==> src/rtl/truth_table_scanner.sv <==
// truth_table_scanner: stimulus-and-capture engine for characterizing a single-output gate.
// On start it walks every input vector 0 .. 2^N_IN-1 onto drive_o. It holds each vector for
// SETTLE+1 cycles and samples sense_i on the last edge of the hold. The captured truth table is
// published on table_out_o and compared against expected_i when the scan completes.
//
// Ports:
//   clk_i        rising-edge clock
//   rst_i        synchronous active-high reset; aborts any scan in progress
//   start_i      scan request, only honoured while idle
//   sense_i      output of the gate under test (same clock domain or combinational from drive_o)
//   expected_i   reference truth table, bit k = expected output for input vector k
//   drive_o      registered input vector presented to the gate
//   busy_o       high while a scan is in progress
//   done_o       single-cycle completion pulse
//   table_out_o  captured truth table of the most recent completed scan
//   match_o      table_out_o == expected_i, evaluated at completion
module truth_table_scanner #(
  parameter int unsigned N_IN   = 2,
  parameter int unsigned SETTLE = 2
) (
  input  logic                     clk_i,
  input  logic                     rst_i,
  input  logic                     start_i,
  input  logic                     sense_i,
  input  logic [(1 << N_IN)-1:0]   expected_i,
  output logic [N_IN-1:0]          drive_o,
  output logic                     busy_o,
  output logic                     done_o,
  output logic [(1 << N_IN)-1:0]   table_out_o,
  output logic                     match_o
);

  localparam int unsigned NumVec = 1 << N_IN;
  localparam int unsigned IdxW   = N_IN + 1;

  typedef enum logic [0:0] {StIdle, StScan} state_e;

  state_e              state_q, state_d;
  logic [IdxW-1:0]     idx_q,    idx_d;
  logic [3:0]          cnt_q,    cnt_d;
  logic [NumVec-1:0]   shadow_q, shadow_d;
  logic [NumVec-1:0]   table_q,  table_d;
  logic                match_q,  match_d;
  logic                done_q,   done_d;

  always_comb begin
    state_d  = state_q;
    idx_d    = idx_q;
    cnt_d    = cnt_q;
    shadow_d = shadow_q;
    table_d  = table_q;
    match_d  = match_q;
    done_d   = 1'b0;

    unique case (state_q)
      StIdle: begin
        idx_d = '0;
        cnt_d = '0;
        if (start_i) begin
          state_d = StScan;
        end
      end
      StScan: begin
        if (cnt_q < 4'(SETTLE)) begin
          cnt_d = cnt_q + 4'd1;
        end else begin
          cnt_d = '0;
          shadow_d[idx_q[N_IN-1:0]] = sense_i;
          if (idx_q == IdxW'(NumVec - 1)) begin
            // Publish the shadow including the bit captured on this very edge.
            state_d = StIdle;
            idx_d   = '0;
            done_d  = 1'b1;
            table_d = shadow_d;
            match_d = (shadow_d == expected_i);
          end else begin
            idx_d = idx_q + IdxW'(1);
          end
        end
      end
      default: begin
        state_d = StIdle;
      end
    endcase
  end

  always_ff @(posedge clk_i) begin
    if (rst_i) begin
      state_q  <= StIdle;
      idx_q    <= '0;
      cnt_q    <= '0;
      shadow_q <= '0;
      table_q  <= '0;
      match_q  <= 1'b0;
      done_q   <= 1'b0;
    end else begin
      state_q  <= state_d;
      idx_q    <= idx_d;
      cnt_q    <= cnt_d;
      shadow_q <= shadow_d;
      table_q  <= table_d;
      match_q  <= match_d;
      done_q   <= done_d;
    end
  end

  // idx_q is forced to zero whenever idle, so it doubles as the registered drive vector.
  assign drive_o     = idx_q[N_IN-1:0];
  assign busy_o      = (state_q == StScan);
  assign done_o      = done_q;
  assign table_out_o = table_q;
  assign match_o     = match_q;

endmodule

==> config.mk <==
export PLATFORM = sky130hd
export DESIGN_NAME = truth_table_scanner
export DESIGN_NICKNAME = d
export VERILOG_FILES = /design/src/rtl/truth_table_scanner.sv
export SDC_FILE = /design/constraint.sdc
export NUM_CORES = 1
export LEC_CHECK = 0
export ABC_AREA = 0
export CORE_AREA = 5 5 46 56
export DETAILED_ROUTE_END_ITERATION = 6
export DIE_AREA = 0 0 51 61
export PLACE_DENSITY_LB_ADDON = 0.25
export SYNTH_ARGS = -nofsm -noshare
export SYNTH_HDL_FRONTEND = slang
export SYNTH_SLANG_ARGS = --single-unit
==> constraint.sdc <==
create_clock -name clk_i -period 1.4 [get_ports clk_i]
set_input_delay 0.14 -clock clk_i [delete_from_list [all_inputs] [get_ports clk_i]]
set_output_delay 0.14 -clock clk_i [all_outputs]
set_load 0.03 [all_outputs]
# ---- Word level (Yosys, flattened, before mapping)
# Index checks and enable logic that the tools add are counted.
dict set report word_totals {
  register_bits 18
  input_bits 8
  elab_cells 34
}
dict set report op_classes {
  add_sub_neg 2
  magnitude_cmp 3
  eq_ne 3
  n_mux 13
  n_bitwise 2
  n_reduce_logical 4
}
# cell n
set ops {}
lappend ops {{4-bit case mux with 2 select lines} 1}
lappend ops {{3-bit 2-to-1 mux} 2}
lappend ops {{3-bit case mux with 2 select lines} 1}
lappend ops {{1-bit 2-to-1 mux} 5}
lappend ops {{4-bit by 1-bit adder with 4-bit output, second input constant} 1}
lappend ops {{4-bit bitwise mux} 1}
lappend ops {{4-bit == test} 1}
lappend ops {{4-bit by 2-bit < comparator with 1-bit output, second input constant} 1}
lappend ops {{4-bit 2-to-1 mux} 1}
lappend ops {{3-bit by 1-bit adder with 3-bit output, second input constant} 1}
lappend ops {{3-bit by 2-bit == test with 1-bit output, second input constant} 1}
lappend ops {{2-bit by 3-bit < comparator with 1-bit output, second input constant} 1}
lappend ops {{3-bit AND reduction} 1}
lappend ops {{3-bit OR reduction} 1}
lappend ops {{1-bit demux with 2-bit select} 1}
lappend ops {{2-bit by 1-bit >= comparator with 1-bit output, second input constant} 1}
lappend ops {{2-bit != test, second input constant} 1}
lappend ops {{1-bit NOT} 2}
lappend ops {{1-bit case mux with 2 select lines} 1}
lappend ops {{2-bit AND reduction} 1}
lappend ops {{1-bit logical AND} 1}

# ---- Logic depth before layout (Yosys ltp)
dict set report logic_depth {
  word_depth 6
  mapped_depth 6
  depth_no_buf 6
}

# ---- Least setup slack after synthesis
# Ideal clock, no wire load.
dict set report synth_path {
  path_type {flip-flop to flip-flop}
  from {register idx_q[0]}
  to {register match_q (netlist: match_o)}
  arrival_ps 1362
  t_required_ps 1283
  slack_ps -80
  path_stages_with_launch 7
  synth_period_minus_slack_ps 1480
  path_cell_list {dfxtp_1 inv_1 ha_1 mux2i_2 xnor2_1 nor3_2 a32o_1}
}
dict set report synth_between {
  elab_chain_len 6
  elab_cells_between_ends 9
  cone_classes {order compare: 2; eq/ne: 2; mux: 3; reduce/logical: 2}
}
# item line_no
set synth_rtl {}
lappend synth_rtl {{start, declared} 39} ;# logic [IdxW-1:0] idx_q, idx_d;
lappend synth_rtl {{start signal, assigned} 98} ;# idx_q <= idx_d;
lappend synth_rtl {{2-bit by 3-bit < comparator with 1-bit output (not written as such) / 2-bit by 1-bit >= comparator with 1-bit output (equally long branches)} 68} ;# shadow_d[idx_q[N_IN-1:0]] = sense_i;
lappend synth_rtl {{1-bit logical AND (not written as such)} 68}
lappend synth_rtl {{1-bit 2-to-1 mux (not written as such)} 68}
lappend synth_rtl {{1-bit demux with 2-bit select} 68}
lappend synth_rtl {{4-bit bitwise mux} 68}
lappend synth_rtl {{4-bit == test} 75} ;# match_d = (shadow_d == expected_i);
lappend synth_rtl {{end signal, assigned} 102} ;# match_q <= match_d;
lappend synth_rtl {{end, declared} 43} ;# logic match_q, match_d;
# Several ways; a longest one is shown, not always the timed one.
# A chain may end at the register's enable or synchronous reset.

# ---- Worst setup path after layout
# Ends and elaborated chain as after synthesis.

==> impl_metrics.yaml <==
run_status:
  run_status: "finished, final reports clean"
route:
  first_pass_iters: 4
  first_iter_violations: 29
  drcViolationCount: 0
  viasPerCell: 5.068
  routed_wl_mm: 1.723
  drt.antenna.violating_nets: 0
  wire_per_inst_um: 12.95
  dr_total_vias: 674
sta:
  setup_viol: 0
  slew_violations: 0
  whs_ns: 0.4367
  post-route-period-util_pct: 98.44
  skew_ns: 0.002961
  finalCriticalPeriod_ns: 1.378
  rsz0062_at_grt: "yes"
  hold_viol_final: 0
  max_freq_mhz: 725.6
floorplanning:
  die_h_um: 61
  core-area_um2: 2004
  io-pin-count: 17
  die_w_um: 51
  die-area_um2: 3111
  initial_utilization_pct: 41.95
  rows: 18
yosys:
  ys_warn_count: 0
  synth_common_cells: "dfxtp_1, nand2_1, a21oi_1, ha_1"
  ys_types: 27
  yosys-top-cells-area: "dfxtp_1, ha_1, nand2_1, a21oi_1, xnor2_1"
  synth_seq_cells: 18
  synth-edff-count: 0
  avgSynthCellArea_um2: 9.664
  yosys.cell_count.top_type: "dfxtp_1"
  synth_top_cell_by_area: "dfxtp_1"
  syn-instance-count: 87
  syn_area_um2: 840.8
  syn_nets: 101
  seq_area_frac_synth_pct: 42.86
  async_flop_share_pct: 0
  synthFlopType: "dfxtp_1"
  synth_top_area_share_pct: 42.86
worst_setup_path:
  crit_required_ns: 1.59
  worst_setup_path_end_kind: "flip-flop"
  worstSetupPathType: "reg -> reg"
  cp_max_fo: 4
  startpoint_type: "flip-flop"
  arrival_ns: 1.57
clocking:
  cts-root-buf: "clkbuf_4"
  insertion_delay_ns: 0.29
  cts_sinks: 18
  clk_path_buf_depth: 2
  clk_pin_slew_ns: 0.09
  cts_tree: "done"
  hold_buffers: 0
  cts_buffers: 3
  htree_levels: 1
pwr:
  power.density_nw_per_um2: 740.9
  leakage_uw: 0.0004871
  ir_drop_mv: 0.5707
global_routing:
  grt_pass1_vias: 657
  grt_antenna_before_repair: 0
  grt_use_total_pct: 12.72
  grt_remaining_overflow: 0
  grt_first_pass_wirelength_mm: 2.870
  grt_max_degree: 10
placement:
  placed_area_um2: 1056
  dp_hpwl_mm: 1.276
  gp_congestion: 0.7310
  port_buffers: 16
finish:
  fin_area_um2: 1222
  fin_nets: 129
  antenna_cells: 0
  areaGrowthSynthToFinish_pct: 45.39
  post-route-util_pct: 60.99
  drive_above_1_share_pct: 30.97
flow_run:
  maxCapViolCount: 0
hold_path:
  hold_class: "reg -> reg"
logic make-up after synthesis:
group | Yosys count | synth area share, %
AOI/OAI and AO/OA | 15 | 11.61
xor gates and xnor gates | 5 | 5.208
adders and majority gates | 6 | 8.928
buffers and inverters | 7 | 5.803
DFF | 18 | 42.86
muxes | 4 | 5.655
other | 1 | 0.4460
and+or+nand+nor | 31 | 19.49
through the flow:
stage / total power [uW] / instances / TNS [ns] / setup slack (ns)
3_5_place_dp: 648.0 / 127 / -0.1291 / -0.1291
5_1_grt: 947.7 / 133 / -0.01124 / -0.01124
6_report: 905.7 / 133 / 0 / 0.02178
4_1_cts: 899.9 / 132 / 0 / 0.01283
2_1_floorplan: 601.9 / 87 / 0 / 0.001889
3_3_place_gp: 647.0 / 127 / -0.08568 / -0.08568
path summary, 6_finish.rpt:
path / slack (ns) / start / to / cells past startpoint
max reg2reg: 0.02 / idx_q[0] / match_o / 5
min reg2reg: 0.44 / cnt_q[0] / cnt_q[0] / 1
max: 0.02 / idx_q[0] / match_o / 5
min: 0.44 / cnt_q[0] / cnt_q[0] / 1
final cells by class:
cell class,count,area [um2]
clock buffers,3,22.52
fillers,170,782.0
inverters,3,16.27
multi-input cells,62,554.3
flip-flops and latches,18,367.9
well taps,20,25.02
repair buffers,27,236.5
layout by cell type, fill, tap and decap left out:
cell and instances:
buf_6 1, clkdlybuf4s15_1 1, a21oi_4 1, inv_4 2
nand2_1 15, dlygate4sd2_1 8, mux2i_4 4, o21ai_0 4
o21a_1 1, nor2_1 1, clkdlybuf4s50_1 7, xnor2_1 1
nand3_4 1, dfxtp_4 2, nor3_2 1, or3_4 1
nor3_1 4, buf_4 10, nor2b_1 1, nand3_1 4
ha_4 4, o31a_1 1, a32o_1 1, nand2b_1 1
nor2b_4 1, conb_1 1, a21oi_1 7, clkbuf_4 3
inv_2 1, dfxtp_1 16, xor2_1 1, xnor2_2 3
and3_1 1, ha_1 2
sequential cells by signal (all words and copies together) (netlist names):
| register | cells |
|---|---|
| busy_o | 1 |
| cnt_q | 4 |
| done_o | 1 |
| idx_q | 3 |
| match_o | 1 |
| shadow_q | 4 |
| table_out_o | 4 |
power by group:
part,switching (uW),internal (uW)
combinational,60.9,69.2
clock,150,100
sequential,8.76,517
total,220,686
worst max-delay path, stage by stage (launching register included):
cell     delay, ns
dfxtp_4       0.38
buf_4         0.14
ha_4          0.17
mux2i_4       0.19
xor2_1        0.16
a32o_1        0.24
what timing repair did:
| item | in CTS | in global routing |
|---|---|---|
| pin swaps | 6 | 2 |
| resized for setup | 24 | 10 |
| buffers inserted | 2 | 1 |
| setup endpoints to repair | 14 | 8 |
metal layers:
layer | wire length, um | global-route usage, %
met1 | 741 | 13.86
met2 | 849 | 22.10
met3 | 86 | 3.194
met4 | 46 | 8.077
met5 | 0 | 0
Note: power is estimated with default switching activity, not from simulation.
